==> src/rtl/sram_scheduler_if.sv <==
// ---------------------------------------------------------------------------
// sram_scheduler_if
// Bundles every signal between the SRAM scheduler and its surroundings.
// This covers the video line fetch, the pen plot, the erase sweep and the
// SRAM controller command port.
//   slave  modport : the scheduler's view of the bundle
//                    (requests and SRAM status in; grants and commands out).
//   master modport : the environment's view
//                    (requesters plus the SRAM controller).
// Signals:
//   vid_req/vid_addr -> vid_grant/vid_valid/vid_data   video fetch
//   pen_req/pen_x/pen_y -> pen_ack                     pixel plot
//   erase_req -> erase_busy                            background erase
//   ready/data_read -> address/data_write/read/write   SRAM controller
//   state                                              debug state code
// ---------------------------------------------------------------------------
interface sram_scheduler_if #(
   parameter int ADDR_W = 18
);
   logic              vid_req;
   logic [ADDR_W-1:0] vid_addr;
   logic              vid_grant;
   logic              vid_valid;
   logic [15:0]       vid_data;
   logic              pen_req;
   logic [9:0]        pen_x;
   logic [9:0]        pen_y;
   logic              pen_ack;
   logic              erase_req;
   logic              erase_busy;
   logic              ready;
   logic [ADDR_W-1:0] address;
   logic [15:0]       data_read;
   logic [15:0]       data_write;
   logic              read;
   logic              write;
   logic [3:0]        state;

   modport slave (
      input  vid_req, vid_addr, pen_req, pen_x, pen_y, erase_req,
             ready, data_read,
      output vid_grant, vid_valid, vid_data, pen_ack, erase_busy,
             address, data_write, read, write, state
   );

   modport master (
      output vid_req, vid_addr, pen_req, pen_x, pen_y, erase_req,
             ready, data_read,
      input  vid_grant, vid_valid, vid_data, pen_ack, erase_busy,
             address, data_write, read, write, state
   );
endinterface

==> src/rtl/sram_scheduler.sv <==
// ---------------------------------------------------------------------------
// sram_scheduler
// Shares the single external SRAM port between three requesters:
//   - video line fetch (one 16-pixel word per request),
//   - pen plotting (atomic read-modify-write setting one pixel bit),
//   - full-screen erase (background sweep writing zeros).
// Fixed priority is video > pen > erase. Arbitration happens only in IDLE
// with ready=1, and nothing is preempted. Every SRAM command is a one-cycle
// read/write pulse with address/data registered alongside it. Each pulse is
// followed by one unconditional hold cycle, then a wait for ready.
// Ports:
//   clk   : system clock
//   reset : synchronous, active-high; aborts any transaction in flight
//   bus   : sram_scheduler_if.slave (requesters + SRAM controller)
// ---------------------------------------------------------------------------
module sram_scheduler #(
   parameter int ADDR_W         = 18,
   parameter int WORDS_PER_LINE = 40,
   parameter int ERASE_WORDS    = 19200
) (
   input logic              clk,
   input logic              reset,
   sram_scheduler_if.slave  bus
);

   typedef enum logic [3:0] {
      IDLE    = 4'd0,
      V_HOLD  = 4'd1,
      V_DONE  = 4'd2,
      P_HOLD  = 4'd3,
      P_MOD   = 4'd4,
      P_WR    = 4'd5,
      P_WHOLD = 4'd6,
      P_WDONE = 4'd7,
      E_HOLD  = 4'd8,
      E_DONE  = 4'd9
   } state_t;

   localparam logic [ADDR_W-1:0] ERASE_LAST = ADDR_W'(ERASE_WORDS - 1);

   state_t            state_q,      state_d;
   logic [ADDR_W-1:0] address_q,    address_d;
   logic [15:0]       dataWrite_q,  dataWrite_d;
   logic              read_q,       read_d;
   logic              write_q,      write_d;
   logic              vidGrant_q,   vidGrant_d;
   logic              vidValid_q,   vidValid_d;
   logic [15:0]       vidData_q,    vidData_d;
   logic              penAck_q,     penAck_d;
   logic              eraseBusy_q,  eraseBusy_d;
   logic [ADDR_W-1:0] erasePtr_q,   erasePtr_d;
   logic [15:0]       penMask_q,    penMask_d;

   logic              penInRange;
   logic [ADDR_W-1:0] penWord;
   logic [15:0]       penBit;

   // Word address of a pixel: x/16 plus y*WORDS_PER_LINE.
   // The multiply is built from shifted copies of y, one per set bit of the
   // constant, so no multiplier or divider is inferred.
   function automatic logic [ADDR_W-1:0] penWordAddr(input logic [9:0] x,
                                                     input logic [9:0] y);
      logic [ADDR_W-1:0] acc;
      acc = ADDR_W'(x[9:4]);
      for (int i = 0; i < 32; i++) begin
         if (WORDS_PER_LINE[i]) begin
            acc = acc + (ADDR_W'(y) << i);
         end
      end
      return acc;
   endfunction

   // Pixel decode for the pen. The MSB of a word is the leftmost pixel.
   always_comb begin
      penInRange = (bus.pen_x < 10'd640) && (bus.pen_y < 10'd480);
      penWord    = penWordAddr(bus.pen_x, bus.pen_y);
      penBit     = 16'h8000 >> bus.pen_x[3:0];
   end

   // Next-state and registered-output logic for the whole scheduler.
   // Command pulses, grants and acks default to 0, so each is high for
   // exactly the one cycle that sets it. Address and write data default to
   // holding, which keeps them stable until the transaction completes.
   // A pen request is not granted in the cycle its ack is showing. The
   // requester only sees the ack in that cycle, so its still-high request
   // is the old one. From the following cycle on, a high pen_req is a new
   // request.
   always_comb begin
      state_d     = state_q;
      address_d   = address_q;
      dataWrite_d = dataWrite_q;
      read_d      = 1'b0;
      write_d     = 1'b0;
      vidGrant_d  = 1'b0;
      vidValid_d  = 1'b0;
      vidData_d   = vidData_q;
      penAck_d    = 1'b0;
      eraseBusy_d = eraseBusy_q;
      erasePtr_d  = erasePtr_q;
      penMask_d   = penMask_q;

      if (bus.erase_req && !eraseBusy_q) begin
         eraseBusy_d = 1'b1;
         erasePtr_d  = '0;
      end

      case (state_q)
         IDLE: begin
            if (bus.ready) begin
               if (bus.vid_req) begin
                  address_d  = bus.vid_addr;
                  read_d     = 1'b1;
                  vidGrant_d = 1'b1;
                  state_d    = V_HOLD;
               end else if (bus.pen_req && !penAck_q) begin
                  if (penInRange) begin
                     address_d = penWord;
                     penMask_d = penBit;
                     read_d    = 1'b1;
                     state_d   = P_HOLD;
                  end else begin
                     penAck_d  = 1'b1;
                  end
               end else if (eraseBusy_q) begin
                  address_d   = erasePtr_q;
                  dataWrite_d = 16'h0000;
                  write_d     = 1'b1;
                  state_d     = E_HOLD;
               end
            end
         end
         V_HOLD:  state_d = V_DONE;
         V_DONE: begin
            if (bus.ready) begin
               vidData_d  = bus.data_read;
               vidValid_d = 1'b1;
               state_d    = IDLE;
            end
         end
         P_HOLD:  state_d = P_MOD;
         P_MOD: begin
            if (bus.ready) begin
               dataWrite_d = bus.data_read | penMask_q;
               state_d     = P_WR;
            end
         end
         P_WR: begin
            if (bus.ready) begin
               write_d = 1'b1;
               state_d = P_WHOLD;
            end
         end
         P_WHOLD: state_d = P_WDONE;
         P_WDONE: begin
            if (bus.ready) begin
               penAck_d = 1'b1;
               state_d  = IDLE;
            end
         end
         E_HOLD:  state_d = E_DONE;
         E_DONE: begin
            if (bus.ready) begin
               if (erasePtr_q == ERASE_LAST) begin
                  eraseBusy_d = 1'b0;
                  erasePtr_d  = '0;
               end else begin
                  erasePtr_d  = erasePtr_q + 1'b1;
               end
               state_d = IDLE;
            end
         end
         default: state_d = IDLE;
      endcase
   end

   // State and output registers. Reset clears everything, including the
   // erase pointer and the latched pen word/bit.
   always_ff @(posedge clk) begin
      if (reset) begin
         state_q     <= IDLE;
         address_q   <= '0;
         dataWrite_q <= '0;
         read_q      <= 1'b0;
         write_q     <= 1'b0;
         vidGrant_q  <= 1'b0;
         vidValid_q  <= 1'b0;
         vidData_q   <= '0;
         penAck_q    <= 1'b0;
         eraseBusy_q <= 1'b0;
         erasePtr_q  <= '0;
         penMask_q   <= '0;
      end else begin
         state_q     <= state_d;
         address_q   <= address_d;
         dataWrite_q <= dataWrite_d;
         read_q      <= read_d;
         write_q     <= write_d;
         vidGrant_q  <= vidGrant_d;
         vidValid_q  <= vidValid_d;
         vidData_q   <= vidData_d;
         penAck_q    <= penAck_d;
         eraseBusy_q <= eraseBusy_d;
         erasePtr_q  <= erasePtr_d;
         penMask_q   <= penMask_d;
      end
   end

   assign bus.address    = address_q;
   assign bus.data_write = dataWrite_q;
   assign bus.read       = read_q;
   assign bus.write      = write_q;
   assign bus.vid_grant  = vidGrant_q;
   assign bus.vid_valid  = vidValid_q;
   assign bus.vid_data   = vidData_q;
   assign bus.pen_ack    = penAck_q;
   assign bus.erase_busy = eraseBusy_q;
   assign bus.state      = state_q;

endmodule
==> src/flat_wrapper.sv <==
// flat-port wrapper written by rule: the top's interface ports become plain ports
module sram_scheduler_flat 
#(
   parameter int ADDR_W         = 18,
   parameter int WORDS_PER_LINE = 40,
   parameter int ERASE_WORDS    = 19200
)
  (clk, reset, bus_vid_req, bus_vid_addr, bus_pen_req, bus_pen_x, bus_pen_y, bus_erase_req, bus_ready, bus_data_read, bus_vid_grant, bus_vid_valid, bus_vid_data, bus_pen_ack, bus_erase_busy, bus_address, bus_data_write, bus_read, bus_write, bus_state);
  sram_scheduler_if #(.ADDR_W(ADDR_W)) bus_i ();
  input logic clk;
  input logic reset;
  input wire logic [$bits(bus_i.vid_req)-1:0] bus_vid_req;
  input wire logic [$bits(bus_i.vid_addr)-1:0] bus_vid_addr;
  input wire logic [$bits(bus_i.pen_req)-1:0] bus_pen_req;
  input wire logic [$bits(bus_i.pen_x)-1:0] bus_pen_x;
  input wire logic [$bits(bus_i.pen_y)-1:0] bus_pen_y;
  input wire logic [$bits(bus_i.erase_req)-1:0] bus_erase_req;
  input wire logic [$bits(bus_i.ready)-1:0] bus_ready;
  input wire logic [$bits(bus_i.data_read)-1:0] bus_data_read;
  output wire logic [$bits(bus_i.vid_grant)-1:0] bus_vid_grant;
  output wire logic [$bits(bus_i.vid_valid)-1:0] bus_vid_valid;
  output wire logic [$bits(bus_i.vid_data)-1:0] bus_vid_data;
  output wire logic [$bits(bus_i.pen_ack)-1:0] bus_pen_ack;
  output wire logic [$bits(bus_i.erase_busy)-1:0] bus_erase_busy;
  output wire logic [$bits(bus_i.address)-1:0] bus_address;
  output wire logic [$bits(bus_i.data_write)-1:0] bus_data_write;
  output wire logic [$bits(bus_i.read)-1:0] bus_read;
  output wire logic [$bits(bus_i.write)-1:0] bus_write;
  output wire logic [$bits(bus_i.state)-1:0] bus_state;
  assign bus_i.vid_req = bus_vid_req;
  assign bus_i.vid_addr = bus_vid_addr;
  assign bus_i.pen_req = bus_pen_req;
  assign bus_i.pen_x = bus_pen_x;
  assign bus_i.pen_y = bus_pen_y;
  assign bus_i.erase_req = bus_erase_req;
  assign bus_i.ready = bus_ready;
  assign bus_i.data_read = bus_data_read;
  assign bus_vid_grant = bus_i.vid_grant;
  assign bus_vid_valid = bus_i.vid_valid;
  assign bus_vid_data = bus_i.vid_data;
  assign bus_pen_ack = bus_i.pen_ack;
  assign bus_erase_busy = bus_i.erase_busy;
  assign bus_address = bus_i.address;
  assign bus_data_write = bus_i.data_write;
  assign bus_read = bus_i.read;
  assign bus_write = bus_i.write;
  assign bus_state = bus_i.state;
  sram_scheduler #(.ADDR_W(ADDR_W), .WORDS_PER_LINE(WORDS_PER_LINE), .ERASE_WORDS(ERASE_WORDS)) u_core (.clk(clk), .reset(reset), .bus(bus_i));
endmodule
==> config.mk <==
export PLATFORM = sky130hd
export DESIGN_NAME = sram_scheduler_flat
export DESIGN_NICKNAME = d
export VERILOG_FILES = /design/src/rtl/sram_scheduler_if.sv /design/src/rtl/sram_scheduler.sv /design/src/flat_wrapper.sv
export SDC_FILE = /design/constraint.sdc
export NUM_CORES = 1
export LEC_CHECK = 0
export ABC_CLOCK_PERIOD_IN_PS = 4900
export CORE_UTILIZATION = 50
export CTS_CLUSTER_DIAMETER = 30
export DETAILED_ROUTE_END_ITERATION = 10
export PLACE_DENSITY = 0.81
export SYNTH_ARGS = -nofsm -noshare
export SYNTH_HDL_FRONTEND = slang
export SYNTH_SLANG_ARGS = --single-unit
==> constraint.sdc <==
create_clock -name clk -period 4.9 [get_ports clk]
set_input_delay 1.47 -clock clk [delete_from_list [all_inputs] [get_ports clk]]
set_output_delay 1.47 -clock clk [all_outputs]
set_load 0.02 [all_outputs]
==> metrics, run 1 <==
drt first pass iters 6; die width 102 um; outcome complete, no violations; top cell type's share of synthesized area 0.379; most common cell in the netlist nand2_1; die span in y 102 um; ANT nets after route 0; Worst slew margin 0.272; maximum vdd ir drop 0.171 mV; setup_tns 0 ps; min Tclk post-route 4350 ps; Yosys cell types 61; leakage 0.00222 uW; IO buf count 119; Cells after Synth 635; Seq/Total Area, Yosys 0.379; final setup fails 0; CTS tree built; Global Route Usage Sum 0.298; Yosys reg bits 94; required time worst endpoint 5200 ps; Skew-Pair Late Insertion Delay 370 ps; Pins Over Slew Limit 0; core area 9680 sq um; Post-route DRC 0; commonest cells in the netlist nand2_1, dfxtp_1, a21oi_1; clk root buf clkbuf_8; Netlist Area Pre-Place 4970 sq um; max_cap viols 0; Total Power 1890 uW; Placer Congestion 0.934; deepest clock path buffer count 2; PostCTS Resize Cnt 0; worst-path maximum fanout 5; yosys warns 0; Slew @ Worst Pin 1090 ps; Antenna diodes 0; H-tree lvl count 3; Post-DP HPWL 11200 um; CTS Sinks 94; hold_buf cts 0; fmax 230 MHz; Final Hold Vio Count 0; die area 10300 sq um; pin count of the biggest net entering global routing 42; asr flop ratio synth 0; PwrDens 296 nW/um^2; Critical Path Source Type primary input; Arr. time, crit path 4650 ps; Synth Net Count 712; crit path kind in2reg; Vias 5137; number of synthesized flops with an enable pin 0; Final Cycle Share 0.887; Syn-to-layout area delta 28.8%; Wirelength per Cell 17.3 um; nets@finish 806; Worst Setup End Kind register; Fillers 843; Initial Util 0.513; Routed WL 15000 um; grt ovf 0; RSZ-0062 raised after global routing false; multi-input logic area 2850 sq um; Starting DRT DRC Count 459; Hold Crit Class reg2reg; clk_skew 7.38 ps; CTS buffer count 9; layout cells sized above 1 0.0450; Setup Buffers After CTS 0; initial antenna violation count 0; site row count 36; top post-synthesis cells by area dfxtp_1, a21oi_1, nand2_1; I/O pins 120; largest area contributor in the synthesized netlist dfxtp_1; Avg Inst Size Synth 7.82 sq um; Reg area 1880 sq um; ys flop type dfxtp_1; Via density 5.93; vias in the first global route 4856; first-pass GRT wire length 23700 um; CTS clk-pin slew, worst paths 90 ps
[area by class of cell]
type | instances | share of cell area
clock buffer | 13 | 0.0217
timing repair buffer | 125 | 0.192
clock inverter | 3 | 0.0108
tap | 133 | 0.0260
multi-input combinational | 483 | 0.446
sequential | 94 | 0.294
inverter | 16 | 0.00939
[stage by stage]
stage,cell area (sq um),util,setup slack (ps),instances,hold WS (ps)
after floorplan,4970,-,1000,635,432
after global placement,6190,0.639,270,851,439
after detailed placement,6190,0.639,185,851,446
after CTS,6400,0.661,566,867,456
after global routing,6400,0.661,333,867,478
final,6400,0.661,551,867,456
[critical path, cell delays in order]
cell and delay (ps):
clkdlybuf4s50_1 510, ha_1 360, a21o_1 180, a21oi_1 260, nor2_1 120, and3_1 200, xor2_1 140, ha_1 360
inv_1 90, o22ai_1 210, mux2_2 350, a211o_1 280, a21oi_1 110
[state kept, by name, indices dropped and copies added, names as in the netlist]
signal and flops:
u_core.bus.address 18, u_core.bus.data_write 16, u_core.bus.erase_busy 1, u_core.bus.pen_ack 1, u_core.bus.read 1, u_core.bus.state 4
u_core.bus.vid_data 16, u_core.bus.vid_grant 1, u_core.bus.vid_valid 1, u_core.bus.write 1, u_core.erasePtr_q 18, u_core.penMask_q 16
[power by group]
| group | internal (uW) | switching [uW] |
|---|---|---|
| clock network | 290 | 269 |
| logic | 210 | 283 |
| registers | 800 | 40.0 |
| total | 1300 | 592 |
[cell usage in the layout, fill, tap and decap left out, types with 3 or more instances in the layout]
| cell type | count |
|---|---|
| ha_1 | 15 |
| a21o_1 | 3 |
| nor3_1 | 12 |
| and2_1 | 3 |
| nand3_1 | 24 |
| nand2_1 | 120 |
| a211o_1 | 3 |
| xor2_1 | 5 |
| o211ai_1 | 24 |
| a22oi_1 | 4 |
| a41oi_1 | 3 |
| clkbuf_8 | 9 |
| nor2b_1 | 9 |
| o21ai_0 | 22 |
| a211oi_1 | 7 |
| nor2_1 | 29 |
| buf_4 | 6 |
| nor3b_1 | 3 |
| clkdlybuf4s50_1 | 118 |
| and3_1 | 13 |
| a31oi_1 | 19 |
| xnor2_1 | 7 |
| a21oi_1 | 90 |
| nand2b_1 | 6 |
| mux2i_1 | 7 |
| clkbuf_1 | 4 |
| inv_1 | 15 |
| dfxtp_1 | 94 |
| nand4_1 | 11 |
[worst paths after layout]
check                             from                       end  slack [ps]  cells past startpoint
setup reg to reg   u_core.bus.state[2]  u_core.bus.data_write[2]        2260                      5
hold / removal    u_core.penMask_q[15]      u_core.penMask_q[15]         460                      2
setup / recovery          bus_pen_y[1]    u_core.bus.address[11]         550                     13
hold reg to reg   u_core.penMask_q[15]      u_core.penMask_q[15]         460                      2
[routing by layer]
metal  vias up  wire length (um)  global-route usage
met5         -                 0                   0
met4         0               716               0.171
met3        57               928              0.0531
met2       218              7300               0.516
met1      2391              6050               0.346
li1       2471                 -                   -
[kinds of logic after synthesis]
kind of cell             count (synthesis)  share of synthesized area
multiplexers                             8                     0.0164
buffers and inverters                   58                     0.0489
flip-flops                              94                      0.379
XOR/XNOR                                12                     0.0212
adder cells (fa/ha/maj)                 17                     0.0458
AND/OR/NAND/NOR                        249                      0.240
AO/OA/AOI/OAI                          197                      0.249
Note: power is estimated with default switching activity, not from simulation.
==> inputs of run 2 (changes only) <==
Settings changed: ABC_AREA set to 0, CAP_MARGIN set to 20, CORE_MARGIN set to 2.
==> metrics, run 2 (synthesized netlist as in run 1, its figures left out) <==
min Tclk post-route 4320 ps (-31.5 ps); Skew-Pair Late Insertion Delay 360 ps (about the same); Reg area 1880 sq um (unchanged); die span in y 104 um (+2.0%); Setup Buffers After CTS 0 (unchanged); H-tree lvl count 3 (unchanged); Arr. time, crit path 4610 ps (-40 ps); clk root buf clkbuf_8; GR met3 Demand/Resource 0.0434 (-0.00972); Slew @ Worst Pin 988 ps (-97.5 ps); Fillers 853 (+1.2%); nets@finish 807 (+0.12%); met1 global-route usage 0.334 (-0.0120); drt first pass iters 5 (-1); Global Route Usage Sum 0.262 (-0.0357); site row count 36 (unchanged); Critical Path Source Type primary input; Layout Utilization 0.658 (-0.00229); Critical-path top delay cell clkdlybuf4s50_1; Finished Layout Cells 868 (+0.12%); initial antenna violation count 0 (unchanged); outcome complete, no violations; clk_skew 6.61 ps (-0.768 ps); die area 10800 sq um (+4.0%); Vias 4986 (-2.9%); Final Worst Setup Slack 583 ps (+31.5 ps); vias in the first global route 4588 (-5.5%); ANT nets after route 0 (unchanged); Post-Place Worst Slack 247 ps (+62.2 ps); Routed WL 14200 um (-5.5%); maximum vdd ir drop 0.147 mV (-14%); gr busiest metal met2; cell family contributing the most delay on the critical path compound AO/OA/AOI/OAI gates; Post-route DRC 0 (unchanged); multi-input logic area 2850 sq um (unchanged); PwrDens 291 nW/um^2 (-1.6%); Syn-to-layout area delta 28.9%; fmax 232 MHz (+0.73%); pin count of the biggest net entering global routing 43 (+2.4%); worst-path cell chain clkdlybuf4s50_1 -> ha_1 -> a21o_1 -> a21oi_1 -> nor2_1 -> and3_1 -> xor2_1 -> ha_1 -> inv_1 -> o22ai_1 -> mux2_2 -> a211o_1 -> a21oi_1; core area 9730 sq um (+0.47%); Via density 5.74 (-3.1%); first-pass GRT wire length 23000 um (-2.6%); required time worst endpoint 5200 ps (about the same); CTS tree built; Antenna diodes 0 (unchanged); Worst slew margin 0.339 (+0.0668); commonest non-fill, non-tap cells in the layout nand2_1, clkdlybuf4s50_1, dfxtp_1, a21oi_1, nor2_1; Initial Util 0.511 (-0.00238); crit path kind in2reg; setup_tns 0 ps (unchanged); Final Hold Vio Count 0 (unchanged); Buf/Inv on CP 2 (unchanged); Placer Congestion 0.912 (-2.3%); Wirelength per Cell 16.3 um (-5.6%); Hold WS 454 ps (-2.90 ps); worst-path maximum fanout 5 (unchanged); RSZ-0062 raised after global routing false; layout cells sized above 1 0.0503 (+0.00538); deepest clock path buffer count 2 (unchanged); PostCTS Resize Cnt 0 (unchanged); IO buf count 119 (unchanged); grt ovf 0 (unchanged); hold_buf cts 0 (unchanged); die width 104 um (+2.0%); Worst Setup End Kind register; Placed Cells 850 (-0.12%); CTS clk-pin slew, worst paths 100 ps (about the same); Starting DRT DRC Count 268 (-42%); met2 global-route usage 0.451 (-0.0653); Pins Over Slew Limit 0 (unchanged); CTS buffer count 9 (unchanged); leakage 0.00222 uW (+0.39%); I/O pins 120 (unchanged); CTS Sinks 94 (unchanged); Post-DP HPWL 10800 um (-4.1%); Final Cycle Share 0.881 (-0.00643); most common cell after layout, fill and taps aside nand2_1; slowest stage delay, CP 490 ps (-20 ps); max_cap viols 0 (unchanged); final setup fails 0 (unchanged); Hold Crit Class reg2reg
## run 2: report_power, final
group / switching [uW] / internal (uW)
clock: 291 / 247
sequential: 36.9 / 800
combinational: 277 / 211
total: 605 / 1260
## run 2: stage by stage
stage,instance area (sq um),total power [uW]
6_report,6400,1860
2_1_floorplan,4970,1150
4_1_cts,6390,1870
3_5_place_dp,6180,1340
3_3_place_gp,6180,1330
5_1_grt,6400,1950
## run 2: worst paths after layout
check	startpoint	end	slack [ps]	cells past startpoint
max	bus_pen_y[1]	u_core.bus.address[11]	580	13
min	u_core.bus.data_write[8]	u_core.bus.data_write[8]	450	2
max reg2reg	u_core.bus.state[0]	u_core.erasePtr_q[10]	2420	5
min reg2reg	u_core.bus.data_write[8]	u_core.bus.data_write[8]	450	2
## run 2: area by class of cell
| type | instances | share of cell area |
|---|---|---|
| Clock buffer | 10 | 0.0199 |
| Clock inverter | 6 | 0.0119 |
| Inverter | 16 | 0.00938 |
| Multi-Input combinational cell | 483 | 0.445 |
| Sequential cell | 94 | 0.294 |
| Tap cell | 133 | 0.0260 |
| Timing Repair Buffer | 126 | 0.194 |
## run 2: worst reg2reg max path, cell delays in order, from the launching register on
cell       delay, ps
dfxtp_1          600
nand4bb_1        200
or2_1            330
a211oi_4         790
nand3_1          220
o31ai_1          250
## run 2: per-layer routing
metal,part of all wire,up-vias
met1,0.43,2287
met5,0,-
met4,0.028,0
met3,0.066,27
li1,-,2477
met2,0.48,195
